===== src/rtl/c_wrap_fifo_ctrl_if.sv =====
// Handshake and status bundle for the wrap-around FIFO controller.
// The master drives the request strobes; the slave (controller) drives the slot addresses and status.
interface c_wrap_fifo_ctrl_if #(
    parameter int addr_width = 4
);
    logic                  push;
    logic                  pop;
    logic [addr_width-1:0] write_addr;
    logic [addr_width-1:0] read_addr;
    logic [addr_width:0]   count;
    logic                  empty;
    logic                  full;
    logic                  almost_full;
    logic                  push_err;
    logic                  pop_err;

    modport master (
        output push, pop,
        input  write_addr, read_addr, count, empty, full, almost_full, push_err, pop_err
    );

    modport slave (
        input  push, pop,
        output write_addr, read_addr, count, empty, full, almost_full, push_err, pop_err
    );
endinterface


===== src/rtl/c_wrap_fifo_ctrl.sv =====
// Pointer/occupancy controller for a FIFO whose slots span [min_value, max_value].
// Status flags are decoded from the registered count, so they never depend combinationally on push/pop.
module c_wrap_fifo_ctrl #(
    parameter int addr_width = 4,
    parameter int min_value  = 4,
    parameter int max_value  = 7
) (
    input  logic                clk,
    input  logic                reset,
    c_wrap_fifo_ctrl_if.slave   bus
);
    localparam int CNT_W = addr_width + 1;
    localparam int DEPTH = max_value - min_value + 1;

    localparam logic [addr_width-1:0] MIN_ADDR   = addr_width'(min_value);
    localparam logic [addr_width-1:0] MAX_ADDR   = addr_width'(max_value);
    localparam logic [CNT_W-1:0]      DEPTH_CNT  = CNT_W'(DEPTH);
    localparam logic [CNT_W-1:0]      AFULL_CNT  = CNT_W'(DEPTH - 1);

    logic [addr_width-1:0] wr_ptr;
    logic [addr_width-1:0] rd_ptr;
    logic [CNT_W-1:0]      cnt;
    logic                  push_err_r;
    logic                  pop_err_r;

    logic                  is_empty;
    logic                  is_full;
    logic                  push_ok;
    logic                  pop_ok;
    logic [addr_width-1:0] wr_ptr_next;
    logic [addr_width-1:0] rd_ptr_next;
    logic [CNT_W-1:0]      cnt_next;

    // Modular step: wrap from the top slot straight back to the lowest one.
    function automatic logic [addr_width-1:0] wrap_next(input logic [addr_width-1:0] p);
        return (p == MAX_ADDR) ? MIN_ADDR : p + 1'b1;
    endfunction

    assign is_empty = (cnt == '0);
    assign is_full  = (cnt == DEPTH_CNT);

    // A pop frees a slot in the same cycle, so a full FIFO still accepts push+pop.
    assign push_ok = bus.push && (!is_full || bus.pop);
    assign pop_ok  = bus.pop && !is_empty;

    always_comb begin
        wr_ptr_next = wr_ptr;
        rd_ptr_next = rd_ptr;
        cnt_next    = cnt;
        if (push_ok) begin
            wr_ptr_next = wrap_next(wr_ptr);
        end
        if (pop_ok) begin
            rd_ptr_next = wrap_next(rd_ptr);
        end
        case ({push_ok, pop_ok})
            2'b10:   cnt_next = cnt + 1'b1;
            2'b01:   cnt_next = cnt - 1'b1;
            default: cnt_next = cnt;
        endcase
    end

    always_ff @(posedge clk or posedge reset) begin
        if (reset) begin
            wr_ptr     <= MIN_ADDR;
            rd_ptr     <= MIN_ADDR;
            cnt        <= '0;
            push_err_r <= 1'b0;
            pop_err_r  <= 1'b0;
        end else begin
            wr_ptr     <= wr_ptr_next;
            rd_ptr     <= rd_ptr_next;
            cnt        <= cnt_next;
            push_err_r <= bus.push && is_full && !bus.pop;
            pop_err_r  <= bus.pop && is_empty;
        end
    end

    assign bus.write_addr  = wr_ptr;
    assign bus.read_addr   = rd_ptr;
    assign bus.count       = cnt;
    assign bus.empty       = is_empty;
    assign bus.full        = is_full;
    assign bus.almost_full = (cnt == AFULL_CNT);
    assign bus.push_err    = push_err_r;
    assign bus.pop_err     = pop_err_r;
endmodule

===== src/flat_wrapper.sv =====
// flat-port wrapper written by rule: the top's interface ports become plain ports
module c_wrap_fifo_ctrl_flat 
#(
    parameter int addr_width = 4,
    parameter int min_value  = 4,
    parameter int max_value  = 7
)
  (clk, reset, bus_push, bus_pop, bus_write_addr, bus_read_addr, bus_count, bus_empty, bus_full, bus_almost_full, bus_push_err, bus_pop_err);
  c_wrap_fifo_ctrl_if #(.addr_width(addr_width)) bus_i ();
  input  logic clk;
  input  logic reset;
  input wire logic [$bits(bus_i.push)-1:0] bus_push;
  input wire logic [$bits(bus_i.pop)-1:0] bus_pop;
  output wire logic [$bits(bus_i.write_addr)-1:0] bus_write_addr;
  output wire logic [$bits(bus_i.read_addr)-1:0] bus_read_addr;
  output wire logic [$bits(bus_i.count)-1:0] bus_count;
  output wire logic [$bits(bus_i.empty)-1:0] bus_empty;
  output wire logic [$bits(bus_i.full)-1:0] bus_full;
  output wire logic [$bits(bus_i.almost_full)-1:0] bus_almost_full;
  output wire logic [$bits(bus_i.push_err)-1:0] bus_push_err;
  output wire logic [$bits(bus_i.pop_err)-1:0] bus_pop_err;
  assign bus_i.push = bus_push;
  assign bus_i.pop = bus_pop;
  assign bus_write_addr = bus_i.write_addr;
  assign bus_read_addr = bus_i.read_addr;
  assign bus_count = bus_i.count;
  assign bus_empty = bus_i.empty;
  assign bus_full = bus_i.full;
  assign bus_almost_full = bus_i.almost_full;
  assign bus_push_err = bus_i.push_err;
  assign bus_pop_err = bus_i.pop_err;
  c_wrap_fifo_ctrl #(.addr_width(addr_width), .min_value(min_value), .max_value(max_value)) u_core (.clk(clk), .reset(reset), .bus(bus_i));
endmodule

===== config.mk =====
export PLATFORM = sky130hd
export DESIGN_NAME = c_wrap_fifo_ctrl_flat
export DESIGN_NICKNAME = d
export VERILOG_FILES = /design/src/rtl/c_wrap_fifo_ctrl_if.sv /design/src/rtl/c_wrap_fifo_ctrl.sv /design/src/flat_wrapper.sv
export SDC_FILE = /design/constraint.sdc
export NUM_CORES = 1
export LEC_CHECK = 0
export CORE_ASPECT_RATIO = 2
export CORE_MARGIN = 8
export CORE_UTILIZATION = 30
export DETAILED_ROUTE_END_ITERATION = 6
export GPL_TIMING_DRIVEN = 0
export MAX_ROUTING_LAYER = met4
export PLACE_DENSITY_LB_ADDON = 0.15
export SETUP_SLACK_MARGIN = 0.02
export SKIP_LAST_GASP = 1
export SLEW_MARGIN = 0
export SYNTH_ARGS = -nofsm -noshare
export SYNTH_HDL_FRONTEND = slang
export SYNTH_SLANG_ARGS = --single-unit

===== constraint.sdc =====
create_clock -name clk -period 2.35 [get_ports clk]
set_input_delay 0.3525 -clock clk [delete_from_list [all_inputs] [get_ports clk]]
set_output_delay 0.3525 -clock clk [all_outputs]
set_load 0.03 [all_outputs]

Yosys cells after proc, flatten, opt, wreduce, memory -nomap -nowiden
Cells that the tools add are included.
{"block": "word_totals", "word_cells": 29, "out_inout_bits": 18, "in_bits": 4, "regBits": 15}
{"block": "op_classes", "reduce_logical": 11, "eq_ne": 6, "muxes": 3, "n_addsub": 4}
{"operator": "5-bit one-hot mux with 2 select lines", "n": 1}
{"operator": "4-bit by 1-bit adder with 4-bit output, second input constant", "n": 2}
{"operator": "4-bit by 3-bit == test with 1-bit output, second input constant", "n": 2}
{"operator": "4-bit 2-to-1 mux", "n": 2}
{"operator": "5-bit by 1-bit adder with 5-bit output, second input constant", "n": 1}
{"operator": "5-bit by 2-bit == test with 1-bit output, second input constant", "n": 1}
{"operator": "5-bit by 3-bit == test with 1-bit output, second input constant", "n": 1}
{"operator": "1-bit logical AND", "n": 5}
{"operator": "5-bit logical NOT", "n": 1}
{"operator": "5-bit by 1-bit subtractor with 5-bit output, second input constant", "n": 1}
{"operator": "1-bit logical NOT", "n": 3}
{"operator": "2-bit by 1-bit == test with 1-bit output, second input constant", "n": 1}
{"operator": "2-bit == test, second input constant", "n": 1}
{"operator": "2-bit nonzero test", "n": 1}
{"operator": "1-bit logical OR", "n": 1}

Depth between registers and ports, before layout
{"block": "depth", "ltp_word": 6, "ltp_mapped": 10, "ltp_nobuf": 10}

Worst setup path after synthesis
OpenSTA, ideal clock, no wires.
{"block": "synth_path", "path_type": "register -> register", "startpoint": "register u_core.cnt[4], in the netlist u_core.bus.count[4]", "endpoint": "register u_core.cnt[4], in the netlist u_core.bus.count[4]", "arrival_ns": 2.430, "setup_slack_ns": -0.219, "setup_ns": 0.139, "synth_period_minus_slack_ns": 2.569, "path_stages_with_launch": 11, "t_required_ns": 2.211, "n_path_buf": 0, "cell_sequence": "dfrtp_1 > nor4_4 > nand3b_2 > nand2_2 > ha_1 > inv_1 > fa_1 > nor2b_1 > o211ai_1 > o31ai_1 > o221ai_1"}
{"block": "synth_between", "elab_chain_len": 6, "word_cells_on_any_way": 13, "classes_between": "add/sub: 2; eq/ne: 3; mux: 1; reduce/logical: 7"}
{"item": "start: declaration", "line": "c_wrap_fifo_ctrl.sv:22", "text": "logic [CNT_W-1:0] cnt;"}
{"item": "start signal: assignment", "line": "c_wrap_fifo_ctrl.sv:73", "text": "cnt <= cnt_next;"}
{"item": "5-bit by 3-bit == test with 1-bit output", "line": "c_wrap_fifo_ctrl.sv:40", "text": "assign is_full = (cnt == DEPTH_CNT);"}
{"item": "1-bit logical NOT", "line": "c_wrap_fifo_ctrl.sv:43", "text": "assign push_ok = bus.push && (!is_full || bus.pop);"}
{"item": "1-bit logical OR", "line": "c_wrap_fifo_ctrl.sv:43"}
{"item": "1-bit logical AND", "line": "c_wrap_fifo_ctrl.sv:43"}
{"item": "2-bit by 1-bit == test with 1-bit output or 2-bit == test (tied branches)", "line": "c_wrap_fifo_ctrl.sv:56", "text": "case ({push_ok, pop_ok})"}
{"item": "5-bit one-hot mux with 2 select lines or 2-bit nonzero test (tied branches)"}
Several ways; a longest one is shown, not always the timed one.
A chain may end at the register's enable or synchronous reset.

Final worst setup path
Ends and elaborated chain as after synthesis.

==> run_results.csv <==
group,metric,value,unit
run_status,outcome,"completed",
sta,timing.fmax,426,MHz
synth,synthFlopType,"sky130_fd_sc_hd__dfrtp_1",
sta,fin_hold_ws,0.470,ns
pwr,design_power_total,1.95,mW
final_layout,post_route_cells_drive_above_1_share,0.314,
synth,synth_nets,95,
global_route,grt_start_max_net_pins,16,
clock_network,clkSinkCount,15,
synth,synth_seq_area_share,0.429,
pwr,power_leakage,0.620,nW
placed_design,place.gp.congestion,0.789,
floorplan,die-height,92.6,um
worst_setup_path,critical_path.max_fanout,5,
synth,total_number_of_yosys_warnings,0,
floorplan,start_util,0.307,
clock_network,cts_hold_buf,0,
worst_setup_path,worstSetupEndpointType,"flip-flop",
sta,finalCriticalPeriod,2.35,ns
route,detailedRoute.firstIterationViolations,3,
sta,worst_slew_margin_relative_to_its_limit,0.608,
final_layout,flow.area_growth_from_synthesis,50.7,%
worst_setup_path,crit-reg2reg-launch,"u_core.bus.count[4]",
placed_design,place_area,0.00118,mm2
sta,tightest_slew,0.587,ns
global_route,number_of_antenna_violations_at_the_first_check_in_global_routing,0,
route,avgRoutedWirePerCell,13.6,um
final_layout,layout_commonest_cell,"sky130_fd_sc_hd__clkdlybuf4s50_1",
clock_network,clkTransAtPathRegs,0.07,ns
pwr,vdd_ir_drop_max,0.673,mV
worst_setup_path,worst_setup_startpoint,"u_core.bus.count[4]",
clock_network,clkLatencyLatePin,0.25,ns
final_layout,finalNetCount,130,
route,remaining_drc_errors,0,
floorplan,design.portCount,22,
final_layout,filler_cell_count,290,
floorplan,placement_rows,28,
sta,setup_violations,0,
clock_network,ctsHtreeMaxLevel,1,
floorplan,die_ar,0.00503,mm2
clock_network,numCtsBuffers,3,
global_route,via_count_of_the_first_global_routing_pass,763,
final_layout,layout_common_cells,"sky130_fd_sc_hd__clkdlybuf4s50_1, sky130_fd_sc_hd__dfrtp_1, sky130_fd_sc_hd__inv_1, sky130_fd_sc_hd__buf_4, sky130_fd_sc_hd__mux2_2",
worst_setup_path,worst_setup_path_start_kind,"flip-flop",
clock_network,cts_tree,"built",
sta,drv_slew,0,
worst_setup_path,critPathArrivalTime,2.46,ns
placed_design,placement.io_buffers,21,
final_layout,seqCellArea,382,um2
global_route,grt_pass1_wl,3320,um
synth,synth.top_cells.by_area,"sky130_fd_sc_hd__dfrtp_1, sky130_fd_sc_hd__ha_1, sky130_fd_sc_hd__mux2_2",
min_path,holdCritPathClass,"in -> async",
sta,layout_worst_path_cycle_share,0.999,
route,drt-vias-per-instance,4.99,
synth,synth_area,881,um2
synth,synth_edf_count,0,
pwr,power-per-cell-area,1470,mW/mm2
route,drt_pass1_iterations,3,
synth,yosysTopAreaCell,"sky130_fd_sc_hd__dfrtp_1",
floorplan,coreArea,0.00287,mm2
worst_setup_path,worst_ep_required_time,2.46,ns
clock_network,clock-root-buffer,"sky130_fd_sc_hd__clkbuf_8",
synth,postSynthCellCount,84,
global_route,globalRouteOverflowTotal,0,
sta,totalNegativeSetupSlack,0,ns
sta,unrepaired_setup_endpoints_after_global_routing,"yes",
final_layout,multi_input_gate_area_in_the_final_layout,531,um2
final_layout,final-instance-count-excl-fill,148,
clock_network,cts_max_path_buffers,2,
synth,asyncSetResetFlopFracSynth,1.00,
sta,final.setup_skew,0.00210,ns
final_layout,num_antenna_cells,0,
placed_design,hpwl,1400,um
job,cap_violations,0,
global_route,grt.total_usage,0.0854,
synth,yosysUniqueCellTypes,34,
synth,synth.ff_latch_count,15,
sta,final-hold-violation-count,0,
synth,post-synth-top-area-fraction,0.369,
worst_setup_path,critPathKind,"reg -> reg",
floorplan,fp.dieW,54.3,um
route,drt.antenna.violating_nets,0,
route,via_count,738,
synth,synthesis.area_per_instance,10.5,um2
route,totalWireLength,2010,um
final_layout,post-route-cell-area,0.00133,mm2
placed_design,numPlacedInstances,135,
-- logic make-up after synthesis --
logic type               count (synthesis)  synth area share
multiplexers                             7            0.0881
AO/OA/AOI/OAI                           16             0.122
adder cells (fa/ha/maj)                  7             0.108
AND/OR/NAND/NOR                         26             0.180
flip-flops                              15             0.429
XOR/XNOR                                 3            0.0298
buffers and inverters                   10            0.0426
-- layer usage --
layer / vias to the layer above / track usage / wire, um
met5: - / - / 0
met4: 0 / 0.0331 / 26
met3: 4 / 0.0193 / 90
met2: 18 / 0.129 / 950
met1: 350 / 0.106 / 943
li1: 366 / - / -
-- sequential cells by signal, indices dropped and copies added, names as in the netlist --
name,cells
u_core.bus.read_addr,4
u_core.bus.count,5
u_core.bus.write_addr,4
u_core.bus.pop_err,1
u_core.bus.push_err,1
-- Yosys cell counts (2+ instances only) --
| cell | number |
|---|---|
| sky130_fd_sc_hd__xor2_1 | 2 |
| sky130_fd_sc_hd__ha_1 | 6 |
| sky130_fd_sc_hd__o21ai_0 | 2 |
| sky130_fd_sc_hd__a21oi_1 | 3 |
| sky130_fd_sc_hd__dfstp_2 | 2 |
| sky130_fd_sc_hd__inv_1 | 9 |
| sky130_fd_sc_hd__nand3_1 | 2 |
| sky130_fd_sc_hd__and2_1 | 2 |
| sky130_fd_sc_hd__a31oi_1 | 4 |
| sky130_fd_sc_hd__mux2_2 | 6 |
| sky130_fd_sc_hd__and3_1 | 4 |
| sky130_fd_sc_hd__nand2_1 | 4 |
| sky130_fd_sc_hd__dfrtp_1 | 13 |
| sky130_fd_sc_hd__nor2_1 | 5 |
-- report_power, final --
group          switching [mW]  internal (mW)
sequential              0.153          0.395
clock                  0.0955          0.117
combinational           0.618          0.568
total                   0.867           1.08
-- cell type report --
cell class / count / share of cell area
plain buffers: 1 / 0.0104
clock buffers: 3 / 0.0311
clock inverters: 1 / 0.00377
inverters: 9 / 0.0254
multi-input cells: 59 / 0.400
flip-flops and latches: 15 / 0.287
well taps: 30 / 0.0283
repair buffers: 30 / 0.214
-- through the flow --
step	utilization	worst slack [ns]
floorplan	-	0.0237
global placement	0.412	-0.201
detailed placement	0.412	-0.190
CTS	0.445	0.0134
global route	0.462	-0.107
finish	0.462	0.00192
-- path summary, 6_finish.rpt --
path	end	slack, ns	cells after the start
min	u_core.bus.count[1]	0.47	2
max in group asynchronous	u_core.bus.count[0]	1.47	2
max	u_core.bus.count[4]	0.002	10
max reg2reg	u_core.bus.count[4]	0.002	10
min in group clk	u_core.bus.count[0]	0.55	1
min reg2reg	u_core.bus.count[0]	0.55	1
-- critical path, stage by stage, from the launching register on --
cell                       delay (ns)
sky130_fd_sc_hd__dfrtp_2         0.43
sky130_fd_sc_hd__nor4_4          0.28
sky130_fd_sc_hd__buf_6           0.16
sky130_fd_sc_hd__nand3b_4        0.10
sky130_fd_sc_hd__nand2_4         0.10
sky130_fd_sc_hd__ha_4            0.17
sky130_fd_sc_hd__buf_4           0.12
sky130_fd_sc_hd__ha_4            0.20
sky130_fd_sc_hd__or4_1           0.39
sky130_fd_sc_hd__o311ai_1        0.10
sky130_fd_sc_hd__o221ai_1        0.16
-- timing repair --
item / CTS / global route
hold endpoints to repair: 0 / 0
pin swaps: 2 / 1
resized for setup: 1 / 7
setup endpoints to repair: 4 / 3
setup buffers: 6 / 3
No activity file was read; power rests on OpenSTA's default activity.
